### src/rtl/hazard_if.sv
// Hazard unit bundle: ID/EX pipeline observations in, stall/flush/forward controls out.
interface hazard_if;
  logic [4:0]  id_rs1_addr;
  logic [4:0]  id_rs2_addr;
  logic        id_uses_rs1;
  logic        id_uses_rs2;
  logic [4:0]  ex_rs1_addr;
  logic [4:0]  ex_rs2_addr;
  logic [4:0]  ex_rd;
  logic        ex_reg_write;
  logic [1:0]  ex_Result_Src;
  logic        ex_redirect;
  logic        stall_pc;
  logic        stall_ifid;
  logic        flush_ifid;
  logic        flush_idex;
  logic [1:0]  fwd_a;
  logic [1:0]  fwd_b;
  logic [15:0] stall_cnt;
  logic [15:0] flush_cnt;

  // Pipeline side: supplies register-field observations, consumes controls.
  modport master (
    output id_rs1_addr, id_rs2_addr, id_uses_rs1, id_uses_rs2,
    output ex_rs1_addr, ex_rs2_addr, ex_rd, ex_reg_write, ex_Result_Src, ex_redirect,
    input  stall_pc, stall_ifid, flush_ifid, flush_idex, fwd_a, fwd_b, stall_cnt, flush_cnt
  );

  // Hazard unit side.
  modport slave (
    input  id_rs1_addr, id_rs2_addr, id_uses_rs1, id_uses_rs2,
    input  ex_rs1_addr, ex_rs2_addr, ex_rd, ex_reg_write, ex_Result_Src, ex_redirect,
    output stall_pc, stall_ifid, flush_ifid, flush_idex, fwd_a, fwd_b, stall_cnt, flush_cnt
  );
endinterface

### src/rtl/hazard_unit.sv
// Five-stage pipeline hazard unit: load-use stall, redirect flush, EX operand forwarding
// from shadowed MEM/WB destinations, and saturating stall/flush event counters.
module hazard_unit (
  input logic     clk,
  input logic     rst,
  hazard_if.slave bus
);

  typedef enum logic [1:0] {StRun, StStall, StRedir} state_e;

  localparam logic [1:0]  ResLoad = 2'b01;
  localparam logic [15:0] CntMax  = 16'hFFFF;

  state_e      state_q, state_d;
  logic [4:0]  mem_rd_q, mem_rd_d;
  logic        mem_wr_q, mem_wr_d;
  logic        mem_ld_q, mem_ld_d;
  logic [4:0]  wb_rd_q, wb_rd_d;
  logic        wb_wr_q, wb_wr_d;
  logic [15:0] stall_cnt_q, stall_cnt_d;
  logic [15:0] flush_cnt_q, flush_cnt_d;

  logic redir_acc;
  logic lu;
  logic lu_stall;
  logic flush_idex;

  function automatic logic [1:0] fwd_sel(input logic [4:0] rs,
                                         input logic [4:0] m_rd, input logic m_wr,
                                         input logic m_ld,
                                         input logic [4:0] w_rd, input logic w_wr);
    logic [1:0] sel;
    sel = 2'b00;
    // A load in MEM has no data yet; the load-use stall covers that case.
    if (m_wr && (m_rd != 5'd0) && (m_rd == rs) && !m_ld) begin
      sel = 2'b10;
    end else if (w_wr && (w_rd != 5'd0) && (w_rd == rs)) begin
      sel = 2'b01;
    end
    return sel;
  endfunction

  always_comb begin
    redir_acc = bus.ex_redirect && (state_q != StRedir);
    lu = (bus.ex_Result_Src == ResLoad) && bus.ex_reg_write && (bus.ex_rd != 5'd0) &&
         ((bus.id_uses_rs1 && (bus.ex_rd == bus.id_rs1_addr)) ||
          (bus.id_uses_rs2 && (bus.ex_rd == bus.id_rs2_addr)));
    // Redirect wins; the stalled ID instruction is on the wrong path anyway.
    lu_stall = lu && (state_q == StRun) && !redir_acc;
  end

  always_comb begin
    bus.stall_pc   = 1'b0;
    bus.stall_ifid = 1'b0;
    bus.flush_ifid = 1'b0;
    flush_idex     = 1'b1;
    bus.fwd_a      = 2'b00;
    bus.fwd_b      = 2'b00;
    if (!rst) begin
      bus.stall_pc   = lu_stall;
      bus.stall_ifid = lu_stall;
      bus.flush_ifid = redir_acc;
      flush_idex     = redir_acc || lu_stall;
      bus.fwd_a      = fwd_sel(bus.ex_rs1_addr, mem_rd_q, mem_wr_q, mem_ld_q, wb_rd_q, wb_wr_q);
      bus.fwd_b      = fwd_sel(bus.ex_rs2_addr, mem_rd_q, mem_wr_q, mem_ld_q, wb_rd_q, wb_wr_q);
    end
    bus.flush_idex = flush_idex;
    bus.stall_cnt  = stall_cnt_q;
    bus.flush_cnt  = flush_cnt_q;
  end

  always_comb begin
    state_d     = StRun;
    mem_rd_d    = 5'd0;
    mem_wr_d    = 1'b0;
    mem_ld_d    = 1'b0;
    wb_rd_d     = mem_rd_q;
    wb_wr_d     = mem_wr_q;
    stall_cnt_d = stall_cnt_q;
    flush_cnt_d = flush_cnt_q;

    if (!flush_idex) begin
      mem_rd_d = bus.ex_rd;
      mem_wr_d = bus.ex_reg_write;
      mem_ld_d = (bus.ex_Result_Src == ResLoad);
    end

    unique case (state_q)
      StRun, StStall, StRedir: begin
        if (redir_acc) begin
          state_d = StRedir;
        end else if (lu_stall) begin
          state_d = StStall;
        end else begin
          state_d = StRun;
        end
      end
      default: state_d = StRun;
    endcase

    if (lu_stall && (stall_cnt_q != CntMax)) begin
      stall_cnt_d = stall_cnt_q + 16'd1;
    end
    if (redir_acc && (flush_cnt_q != CntMax)) begin
      flush_cnt_d = flush_cnt_q + 16'd1;
    end
  end

  always_ff @(posedge clk) begin
    if (rst) begin
      state_q     <= StRun;
      mem_rd_q    <= 5'd0;
      mem_wr_q    <= 1'b0;
      mem_ld_q    <= 1'b0;
      wb_rd_q     <= 5'd0;
      wb_wr_q     <= 1'b0;
      stall_cnt_q <= 16'd0;
      flush_cnt_q <= 16'd0;
    end else begin
      state_q     <= state_d;
      mem_rd_q    <= mem_rd_d;
      mem_wr_q    <= mem_wr_d;
      mem_ld_q    <= mem_ld_d;
      wb_rd_q     <= wb_rd_d;
      wb_wr_q     <= wb_wr_d;
      stall_cnt_q <= stall_cnt_d;
      flush_cnt_q <= flush_cnt_d;
    end
  end

endmodule

### src/flat_wrapper.sv
// flat-port wrapper written by rule: the top's interface ports become plain ports
module hazard_unit_flat 
  (clk, rst, bus_id_rs1_addr, bus_id_rs2_addr, bus_id_uses_rs1, bus_id_uses_rs2, bus_ex_rs1_addr, bus_ex_rs2_addr, bus_ex_rd, bus_ex_reg_write, bus_ex_Result_Src, bus_ex_redirect, bus_stall_pc, bus_stall_ifid, bus_flush_ifid, bus_flush_idex, bus_fwd_a, bus_fwd_b, bus_stall_cnt, bus_flush_cnt);
  hazard_if bus_i ();
  input logic clk;
  input logic rst;
  input wire logic [$bits(bus_i.id_rs1_addr)-1:0] bus_id_rs1_addr;
  input wire logic [$bits(bus_i.id_rs2_addr)-1:0] bus_id_rs2_addr;
  input wire logic [$bits(bus_i.id_uses_rs1)-1:0] bus_id_uses_rs1;
  input wire logic [$bits(bus_i.id_uses_rs2)-1:0] bus_id_uses_rs2;
  input wire logic [$bits(bus_i.ex_rs1_addr)-1:0] bus_ex_rs1_addr;
  input wire logic [$bits(bus_i.ex_rs2_addr)-1:0] bus_ex_rs2_addr;
  input wire logic [$bits(bus_i.ex_rd)-1:0] bus_ex_rd;
  input wire logic [$bits(bus_i.ex_reg_write)-1:0] bus_ex_reg_write;
  input wire logic [$bits(bus_i.ex_Result_Src)-1:0] bus_ex_Result_Src;
  input wire logic [$bits(bus_i.ex_redirect)-1:0] bus_ex_redirect;
  output wire logic [$bits(bus_i.stall_pc)-1:0] bus_stall_pc;
  output wire logic [$bits(bus_i.stall_ifid)-1:0] bus_stall_ifid;
  output wire logic [$bits(bus_i.flush_ifid)-1:0] bus_flush_ifid;
  output wire logic [$bits(bus_i.flush_idex)-1:0] bus_flush_idex;
  output wire logic [$bits(bus_i.fwd_a)-1:0] bus_fwd_a;
  output wire logic [$bits(bus_i.fwd_b)-1:0] bus_fwd_b;
  output wire logic [$bits(bus_i.stall_cnt)-1:0] bus_stall_cnt;
  output wire logic [$bits(bus_i.flush_cnt)-1:0] bus_flush_cnt;
  assign bus_i.id_rs1_addr = bus_id_rs1_addr;
  assign bus_i.id_rs2_addr = bus_id_rs2_addr;
  assign bus_i.id_uses_rs1 = bus_id_uses_rs1;
  assign bus_i.id_uses_rs2 = bus_id_uses_rs2;
  assign bus_i.ex_rs1_addr = bus_ex_rs1_addr;
  assign bus_i.ex_rs2_addr = bus_ex_rs2_addr;
  assign bus_i.ex_rd = bus_ex_rd;
  assign bus_i.ex_reg_write = bus_ex_reg_write;
  assign bus_i.ex_Result_Src = bus_ex_Result_Src;
  assign bus_i.ex_redirect = bus_ex_redirect;
  assign bus_stall_pc = bus_i.stall_pc;
  assign bus_stall_ifid = bus_i.stall_ifid;
  assign bus_flush_ifid = bus_i.flush_ifid;
  assign bus_flush_idex = bus_i.flush_idex;
  assign bus_fwd_a = bus_i.fwd_a;
  assign bus_fwd_b = bus_i.fwd_b;
  assign bus_stall_cnt = bus_i.stall_cnt;
  assign bus_flush_cnt = bus_i.flush_cnt;
  hazard_unit u_core (.clk(clk), .rst(rst), .bus(bus_i));
endmodule
### config.mk
export PLATFORM = sky130hd
export DESIGN_NAME = hazard_unit_flat
export DESIGN_NICKNAME = d
export VERILOG_FILES = /design/src/rtl/hazard_if.sv /design/src/rtl/hazard_unit.sv /design/src/flat_wrapper.sv
export SDC_FILE = /design/constraint.sdc
export NUM_CORES = 1
export LEC_CHECK = 0
export ABC_AREA = 1
export BUFFER_PORTS_ARGS = -buffer_cell sky130_fd_sc_hd__buf_2
export CAP_MARGIN = 25
export CORE_MARGIN = 2
export CORE_UTILIZATION = 50
export CTS_CLUSTER_DIAMETER = 80
export DETAILED_ROUTE_END_ITERATION = 12
export GPL_ROUTABILITY_DRIVEN = 0
export HOLD_SLACK_MARGIN = 0.06
export PLACE_DENSITY_LB_ADDON = 0.1
export SLEW_MARGIN = 20
export SYNTH_ARGS = -nofsm -noshare
export SYNTH_HDL_FRONTEND = slang
export SYNTH_SLANG_ARGS = --single-unit
export TNS_END_PERCENT = 10
### constraint.sdc
create_clock -name clk -period 1.8 [get_ports clk]
set_input_delay 0.09 -clock clk [delete_from_list [all_inputs] [get_ports clk]]
set_output_delay 0.09 -clock clk [all_outputs]
set_load 0.02 [all_outputs]
Word-level counts from Yosys, hierarchy flattened

Index checks and enable logic that the tools add are counted.

Flip-flop bits (word level): 47
Latch bits: 0
Memory bits (writable): 0
ROM bits: 0
Output and inout port bits: 40
Memories: 0

Add/sub/neg operators: 2
Multipliers: 0
Divide/modulo/power cells: 0
Magnitude comparators: 0
Equality and inequality tests: 12
Shift operators: 0
Muxes and demuxes: 11
Bitwise logic cells: 1
Reductions and logical operators: 30

Operators with widths:

| cell                  | count |
|---|---|
| $add 16x1->16 const B | 2 |
| $ne 16x16->1 const B  | 2 |
| $eq 5x5->1            | 6 |
| $logic_and 1x1->1     | 18 |
| $reduce_bool 5->1     | 3 |
| $mux 2                | 5 |
| $mux 1                | 6 |
| $reduce_or 3->1       | 2 |
| $eq 2x1->1 const B    | 2 |
| $reduce_or 2->1       | 2 |
| $eq 2x2->1 const B    | 1 |
| $logic_not 1->1       | 2 |
| $logic_not 2->1       | 1 |
| $logic_or 1x1->1      | 2 |
| $ne 2x2->1 const B    | 1 |
| $not 1->1             | 1 |

Logic depth before layout (Yosys ltp)

Gate-level depths: netlist of run 1.

Depth after elaboration: 9
Depth in mapped cells: 12

Worst setup path after synthesis of run 1

Ideal clock, no wire load.

Kind: reg-to-output
From: reg u_core.state_q[1]
To: out bus_stall_pc
Data arrival time: 1.631 ns
Data required time: 1.710 ns
Path slack: 0.079 ns
Stages on the path, launching flop included: 7
Buffers on the path: 1
Cell sequence: dfxtp_1 > inv_1 > nand4_1 > nor2_1 > nand2_1 > nor3_1 > buf_4

Cells in the longest elaborated chain, start to end: 5

RTL lines:

| item                   | RTL line           | text |
|---|---|---|
| start, declared        | hazard_unit.sv:14  | `state_e state_q, state_d;` |
| start signal, assigned | hazard_unit.sv:111 | `state_q <= StRun;` |
| start signal, assigned | hazard_unit.sv:120 | `state_q <= state_d;` |
| $ne 2x2->1             | hazard_unit.sv:44  | `redir_acc = bus.ex_redirect && (state_q != StRedir);` |
| $logic_and 1x1->1      | hazard_unit.sv:44  |  |
| $logic_not 1->1        | hazard_unit.sv:49  | `lu_stall = lu && (state_q == StRun) && !redir_acc;` |
| $logic_and 1x1->1 (*)  | hazard_unit.sv:49  |  |
| $mux 1 (*)             | --                 |  |
| end, declared          | flat_wrapper.sv:17 | `output wire logic [$bits(bus_i.stall_pc)-1:0] bus_stall_pc;` |

Every way passes the cells marked *; elsewhere a longest branch is shown, timed or not.

Final worst setup path of run 1

From: in bus_ex_reg_write
To: out bus_stall_ifid

Cells in the longest elaborated chain, start to end: 6

RTL lines:

| item                           | RTL line           | text |
|---|---|---|
| start, declared                | flat_wrapper.sv:14 | `input wire logic [$bits(bus_i.ex_reg_write)-1:0] bus_ex_reg_write;` |
| $logic_and 1x1->1 (3 in a row) | hazard_unit.sv:45  | `lu = (bus.ex_Result_Src == ResLoad) && bus.ex_reg_write && (bus.ex_rd != 5'd0) &&` |
| $logic_and 1x1->1 (2 in a row) | hazard_unit.sv:49  |  |
| $mux 1                         | hazard_unit.sv:59  | `if (!rst) begin` |
| end, declared                  | flat_wrapper.sv:18 | `output wire logic [$bits(bus_i.stall_ifid)-1:0] bus_stall_ifid;` |

Every way passes these cells.

==> flow_results.org, run 1 <==
** Outcome
- The flow ran to the end, and the final reports show no timing, DRC or antenna violations.

** Global route
- GRT Residual Overflow :: 0
- Initial antenna violation count :: 0
- The first global-routing pass estimated 10,830 µm of wire.
- Global-route total usage across every layer :: 21.67%
- Via count of the first global-routing pass :: 2,523
- Maximum number of pins on one net before global-route repair :: 21

** Power
- Combinational cells account for 11.5% of the total power.
- Switching power summed over all nets :: 0.5360 mW
- Part of the power in the clock network :: 38.2%
- Dividing total power by cell area gives a power density of 623.8 nW/µm².
- Registers are responsible for 50.2% of the overall power.
- Cell internal power was estimated by the tool at 1.608 mW.
- Summed over all cells, the static leakage comes to 1.582 nW.
- Post-route total power :: 2.144 mW
- In this run switching power makes up 25.00% of total power.
- Worst VDD drop :: 313.5 µV

** Die
- The initial utilization of the core area, before any placement, comes to 51.23%.
- Row count :: 27
- The die is 78.65 µm tall.
- Total core area :: 5439 µm²
- Die span in x :: 78.65 µm
- The floorplan step defined a die boundary enclosing 6186 µm².
- Count of pins on the block boundary :: 73

** STA
- Of the available clock period, the critical path in the final layout requires 95.81%.
- Hold violation count in the final report :: 0
- Worst setup skew after layout :: 6.037 ps
- Final setup violation count :: 0
- Final number of max-transition violations :: 0
- After layout, the minimum clock period comes to 1725 ps.
- RSZ-0062 raised after global routing :: yes
- Slew at the pin with the worst max-slew slack :: 428.6 ps
- In this run the tightest slew margin relative to its limit is 71.16%.
- The worst path meets setup with 75.34 ps of slack.
- Derived from the worst setup path, the maximum achievable clock frequency is 579.8 MHz.
- Sum Neg Setup Slack :: 0 ps

** Clock network
- TritonCTS built the clock tree.
- The number of setup buffers added after CTS is 0.
- Maximum buffer depth of the clock tree :: 2
- Root buffer cell :: clkbuf_8
- Total CTS buffers :: 5
- Clock latency of the later-clocked register in the worst-skew pair :: 310 ps
- The clock net in this run drives a total of 47 sinks.
- H-tree lvl count :: 2
- Clock-pin slew was measured on the worst setup and hold paths at 90 ps.

** Detailed routing
- Drt first pass iters :: 4
- Met3 Wirelength :: 261 µm
- In the detailed route, the total length drawn on met2 is 3164 µm.
- Detailed-route wire length per cell :: 10.98 µm
- Highest metal layer used by the detailed router :: met4
- Post-detailed-route count of antenna-violating nets :: 0
- DRC violation total after the first TritonRoute iteration :: 117
- For this block, the routed nets add up to 6432 µm of wire.
- Detail-routed via count per cell :: 4.828
- Wire length on met1 :: 2925 µm
- Detailed-route via count :: 2,829
- Residual DRC count :: 0

** Logic synthesis
- The average instance in the mapped netlist occupies 6.465 µm².
- For this run, the leading register cell type out of synthesis is dfxtp_1.
- In the post-synthesis netlist, the cell with the most instances is nand2_1.
- The synthesized design spends more area on one cell type than any other, namely dfxtp_1.
- Synthesis produced a netlist whose cell count is 431.
- Yosys printed 0 warnings.
- Ranked by instance count, the synthesized netlist is headed by nand2_1, nor2_1, inv_1, dfxtp_1, nand3_1.
- The mapped netlist covers 2786 µm².
- Count of flip-flops with a built-in enable after synthesis :: 0
- Counting distinct cell types in the post-synthesis netlist gives 42.
- Synthesized netlist net count :: 466
- Flip-flop and latch count after synthesis :: 47
- The top cell type by area accounts for 33.77% of the synthesized area.
- Seq/Total Area, Yosys :: 33.77%
- After synthesis, the cell types taking the most area are dfxtp_1, nand2_1, nor2_1.
- Async SR Flop Fraction :: 0%

** Setup path
- Arrival time at the worst endpoint :: 1630 ps
- For the worst setup path, the data required time is 1710 ps.
- Critical setup path kind :: in -> out
- Cell count of the worst reg-to-reg path :: 9
- In this run the worst path has a maximum fanout of 4.
- Critical path capture point type :: primary output
- Crit start category :: input pin

** Cells and area
- Final design utilization :: 63.19%
- The area growth from synthesis to layout is 23.35%.
- Non-filler cells in the finished layout :: 586
- In the final design database the tool counted 548 nets.
- The post-route netlist has 25.68% of its cells at a drive strength greater than 1.
- Inserted Diodes :: 0

** Min path
- The min-delay analysis places its worst path in the category in -> reg.
- Instance count along the most critical hold path :: 3

** Placed design
- In this run the tool buffered the top-level ports with 72 buffer cells.
- Total placed cells including tap cells :: 573
- HPWL after DPL :: 4865 µm
- At the placement stage, the worst setup path has a slack of 132.8 ps.

** Flow run
- The tool flagged a number of max-cap violations equal to 0.
==> flip-flops by register name, summed over array words and instances, names as in the netlist <==
| register | cells |
|---|---|
| u_core.bus.flush_cnt | 16 |
| u_core.bus.stall_cnt | 16 |
| u_core.mem_ld_q | 1 |
| u_core.mem_rd_q | 5 |
| u_core.mem_wr_q | 1 |
| u_core.state_q | 2 |
| u_core.wb_rd_q | 5 |
| u_core.wb_wr_q | 1 |
==> area by class of cell <==
| type | count | area (µm²) |
|---|---|---|
| inverters | 61 | 229.0 |
| multi-input cells | 315 | 1597 |
| fillers | 530 | 2002 |
| flip-flops and latches | 47 | 948.4 |
| well taps | 72 | 90.09 |
| repair buffers | 83 | 455.4 |
| clock buffers | 6 | 82.58 |
| clock inverters | 2 | 35.03 |
==> worst max-delay path, cell delays in order <==
cell,delay (ps)
dlygate4sd3_1,520
buf_2,120
nand4_1,150
nor2_4,180
nand2_2,120
nor3_2,240
buf_2,210
==> routing by layer <==
layer	GRT usage (%)	vias up
met4	7.368	0
met1	27.29	1252
li1	-	1515
met2	37.61	55
met5	0	-
met3	3.333	7
==> cell families after synthesis <==
group	Yosys count	synth area share, %
AO/OA/AOI/OAI	39	8.532
adder cells (fa/ha/maj)	2	0.8979
XOR/XNOR	14	4.400
AND/OR/NAND/NOR	260	42.25
buffers and inverters	69	10.15
flip-flops	47	33.77
==> what timing repair did <==
| action | in CTS | in global routing |
|---|---|---|
| endpoints found under the hold margin | 4 | 0 |
| setup endpoints to repair | 2 | 12 |
| hold buffers | 5 | 0 |
| gates resized for setup | 1 | 14 |
| pin swaps | 0 | 2 |
==> power groups by stage <==
stage | clock network [mW] | logic [mW] | registers, mW
detailed placement | 0 | 0.231 | 1.10
CTS | 0.835 | 0.241 | 1.07
floorplan | 0 | 0.143 | 1.10
global route | 0.873 | 0.281 | 1.08
finish | 0.820 | 0.248 | 1.08
global placement | 0 | 0.228 | 1.10
==> path summary, 6_finish.rpt <==
check / slack (ps) / to / start
worst max-delay path: 80 / bus_stall_ifid / bus_ex_reg_write
worst min-delay path: 70 / u_core.mem_rd_q[4] / bus_ex_rd[4]
worst max register to register: 190 / u_core.bus.flush_cnt[10] / u_core.bus.flush_cnt[0]
worst min register to register: 440 / u_core.wb_wr_q / u_core.mem_wr_q
==> layout by cell type (no fill, tap or decap), types with 8 or more instances in the layout <==
master     n
inv_1     56
nand3_1   20
nor2_1    78
nor3_1    11
a21oi_1   14
dfxtp_1   41
buf_2     72
nand2_1  111
xor2_1    10
nor2_2     8
o21ai_0   11
==> metrics by stage <==
step / area [µm²] / hold WS [ps]
finish: 3437 / 70.89
floorplan: 2786 / 168.5
global placement: 3228 / 286.9
CTS: 3401 / 64.68
detailed placement: 3228 / 280.7
global route: 3437 / 93.10
Note: power is estimated with default switching activity, not from simulation.
==> inputs of run 2 (changes only) <==
--- a/config.mk
+++ b/config.mk
@@ -6,12 +6,12 @@
 export NUM_CORES = 1
 export LEC_CHECK = 0
 export ABC_AREA = 1
-export BUFFER_PORTS_ARGS = -buffer_cell sky130_fd_sc_hd__buf_2
 export CAP_MARGIN = 25
 export CORE_MARGIN = 2
 export CORE_UTILIZATION = 50
 export CTS_CLUSTER_DIAMETER = 80
 export DETAILED_ROUTE_END_ITERATION = 12
+export DONT_BUFFER_PORTS = 1
 export GPL_ROUTABILITY_DRIVEN = 0
 export HOLD_SLACK_MARGIN = 0.06
 export PLACE_DENSITY_LB_ADDON = 0.1
==> run 2 against run 1 <==
Net effect: sequential power barely moved; design area down 0.76%; die area unchanged; clock power is 14% higher; hold slack improved by 69 ps; sequential cell count is the same; sequential share of layout area about the same; via count down 3.6%; clock-buffer cell count shrank 1; critical endpoint is now bus_fwd_b[0]; largest cell class unchanged; highest routed layer unchanged.
==> flow_results.org, run 2 (same netlist as run 1, synthesis figures left out) <==
** STA
- The number of hold violations in the final report was 0 (unchanged).
- The final period demand of the worst path is 1690 ps (-35.16 ps).
- Final setup violation count :: 0 (unchanged)
- The remaining max-slew budget at the tightest pin came to 61.55% (-9.6 points).
- Setup repair after global routing could not meet its margin everywhere.
- The final setup skew is 3.862 ps (-2.175 ps).
- The final cycle utilization of the critical path came to 93.86% (-2.0 points).
- The slew of the pin with the lowest slew margin came to 574.9 ps (+146.3 ps).
- Maximum achievable frequency :: 591.9 MHz (+2.1%)
- Final number of max-transition violations :: 0 (unchanged)

** Detailed routing
- The initial DRC count came to 135 (+15%).
- Drt first pass iters :: 6 (+2)
- The overall via count from detail_route was 2,726 (-3.6%).
- Detail-routed via count per cell :: 4.938 (+2.3%)
- Detailed-route wire length per cell :: 11.63 µm (+6.0%)
- The count of antenna-violating nets left after detailed routing is 0 (unchanged).
- The DRC violation count after routing is 0 (unchanged).
- The total detailed-routing wirelength was 6421 µm (-0.17%).

** Clock network
- The CTS H-tree depth was 2 (unchanged).
- Clock latency of the later-clocked register in the worst-skew pair :: 300 ps (about the same)
- Clock sink total :: 47 (unchanged)
- Maximum buffer depth of the clock tree :: 2 (unchanged)
- Setup repair bufs after CTS :: 0 (unchanged)
- TritonCTS built the clock tree.
- Root buffer cell :: clkbuf_8
- Clock transition at the registers of the reported paths :: 90 ps (about the same)
- Total CTS buffers :: 5 (unchanged)

** Global route
- The number of global-route vias before repair was 2,709 (+7.4%).
- The wire length of the first global-routing pass was 11,170 µm (+3.1%).
- Most crowded layer after global routing :: met2
- Maximum number of pins on one net before global-route repair :: 27 (+29%)
- Initial antenna violation count :: 0 (unchanged)
- Met2 capacity usage during global routing :: 38.89% (+1.3 points)
- Global-route total usage across every layer :: 22.14% (+0.47 points)
- The total global routing overflow is 0 (unchanged).
- GR Layer Usage met1 :: 26.45% (-0.84 points)
- The met3 usage is 4.943% (+1.6 points).

** Setup path
- Delay of the slowest cell on the worst path :: 340 ps (-180 ps)
- The endpoint identified for the worst register-to-register timing path is u_core.bus.stall_cnt[14].
- The path depth of the worst reg2reg path came to 9 (unchanged).
- In this run the critical register-to-register path is launched from u_core.state_q[1].
- The slowest stage of the critical path belongs to the cell a2111oi_0.
- The worst setup path is launched from a flop.
- Arrival time at the worst endpoint :: 1600 ps (-30 ps)
- Data required time at the worst endpoint :: 1710 ps (about the same)
- Slack of the worst reg-to-reg path :: 180 ps (about the same)
- The setup path with the least slack is of type reg -> out.
- STA classifies the critical path endpoint as a primary output.
- The largest fanout on the critical path came to 5 (+1).
- The signal on the critical path passes through inv_1 -> nand2_1 -> o21ai_0 -> a2111oi_0 -> nand3_1 -> nor2b_4.

** Die
- The die height came to 78.65 µm (unchanged).
- The effective utilization at floorplan was 51.23% (unchanged).
- Total core area :: 5439 µm² (unchanged)
- Row count :: 27 (unchanged)
- The horizontal die dimension came to 78.65 µm (unchanged).
- The area enclosed by the die boundary came to 6186 µm² (unchanged).
- Count of pins on the block boundary :: 73 (unchanged)

** Cells and area
- Filler Cell Count :: 520 (-1.9%)
- The area used by multi-input combinational logic was 1618 µm² (+1.3%).
- The area growth from synthesis to layout is 22.41%.
- Commonest non-fill, non-tap cell in the layout :: nand2_1
- Inserted Diodes :: 0 (unchanged)
- The post-route core utilization is 62.71% (-0.48 points).
- Sequential standard cell area :: 940.9 µm² (-0.79%)
- In the layout the commonest cells are nand2_1, nor2_1, inv_1, dfxtp_1, buf_4.
- The ratio of cells with drive above 1 in the final layout came to 18.33% (-7.3 points).
- Number of nets in the finished design :: 514 (-6.2%)

** Min path
- Terminating pin of the worst hold path :: u_core.state_q[0]
- Start point of the worst hold path :: bus_ex_reg_write
- Instance count along the most critical hold path :: 4 (+1)
- Worst Hold Class :: in -> reg

** Placed design
- Number of buffers added on ports :: 0 (-100%)
- The post-DP HPWL is 4746 µm (-2.4%).

** Power
- The leakage power of the design was 1.485 nW (-6.1%).
- The maximum ir drop on the vdd rail is 333.0 µV (+6.2%).
- The cell area power density is 647.9 nW/µm² (+3.9%).
- Post-route total power :: 2.210 mW (+3.1%)

** Flow run
- The count of max-cap constraint violations was 0 (unchanged).

** Outcome
- Result of the run :: completed
-- run 2: changes by cell type in the layout (fill, tap and decap cells not counted), sizes merged --
cell,delta
buf,-39
bufinv,+1
clkbuf,-1
clkinv,-1
clkinvlp,+1
dlygate4sd3,+5
-- run 2: per-layer routing --
layer	up-vias	routed length, µm
li1	1442	-
met1	1209	2871
met2	67	3090
met3	8	391
met4	0	68
met5	-	0
-- run 2: stage by stage --
step	cell area (µm²)	setup TNS [ps]	hold WS, ps	instances	setup WS [ps]
6_report	3411	0	140.2	552	110.5
5_1_grt	3411	-27.14	168.5	552	-9.152
4_1_cts	3357	0	153.4	552	9.257
3_5_place_dp	3115	0	163.1	534	185.4
3_3_place_gp	3115	0	162.1	534	234.1
2_1_floorplan	2786	0	168.5	431	78.71
-- run 2: power breakdown --
group | switching (mW) | total (mW) | internal, mW
Combinational | 0.124 | 0.206 | 0.0816
Sequential | 0.0153 | 1.07 | 1.06
Clock | 0.377 | 0.931 | 0.554
Total | 0.517 | 2.21 | 1.69
-- run 2: how the worst max path moves through the flow --
| stage | startpoint | to | slack [ps] | depth (start not counted) |
|---|---|---|---|---|
| 3_3_place_gp | u_core.bus.flush_cnt[0] | u_core.bus.flush_cnt[12] | 230 | 8 |
| 6_report | u_core.wb_rd_q[0] | bus_fwd_b[0] | 110 | 6 |
| 4_1_cts | bus_ex_rd[4] | bus_stall_pc | 9 | 10 |
| 5_1_grt | bus_ex_rd[1] | bus_stall_ifid | -9 | 10 |
| 2_1_floorplan | u_core.state_q[1] | bus_stall_pc | 80 | 6 |
| 3_5_place_dp | u_core.bus.flush_cnt[0] | u_core.bus.flush_cnt[12] | 190 | 8 |
-- run 2: timing repair --
item,4_1_cts,5_1_grt
endpoints found under the hold margin,20,0
pin swaps,0,2
resized for setup,2,12
hold buffers,10,0
endpoints found under the setup margin,3,7
-- run 2: worst max-delay path, delay by kind of cell (launching register included) --
kind | cells | cell delay (ps)
AO/OA/AOI/OAI | 2 | 430
AND/OR/NAND/NOR | 3 | 470
flip-flops | 1 | 330
buffers and inverters | 1 | 80
-- run 2: final cells by class --
class	instances	share of cell area [%]
sequential	47	27.59
clock inverter	3	1.981
inverter	61	6.713
tap	72	2.641
clock buffer	5	2.018
timing repair buffer	49	11.63
multi-input combinational	315	47.43
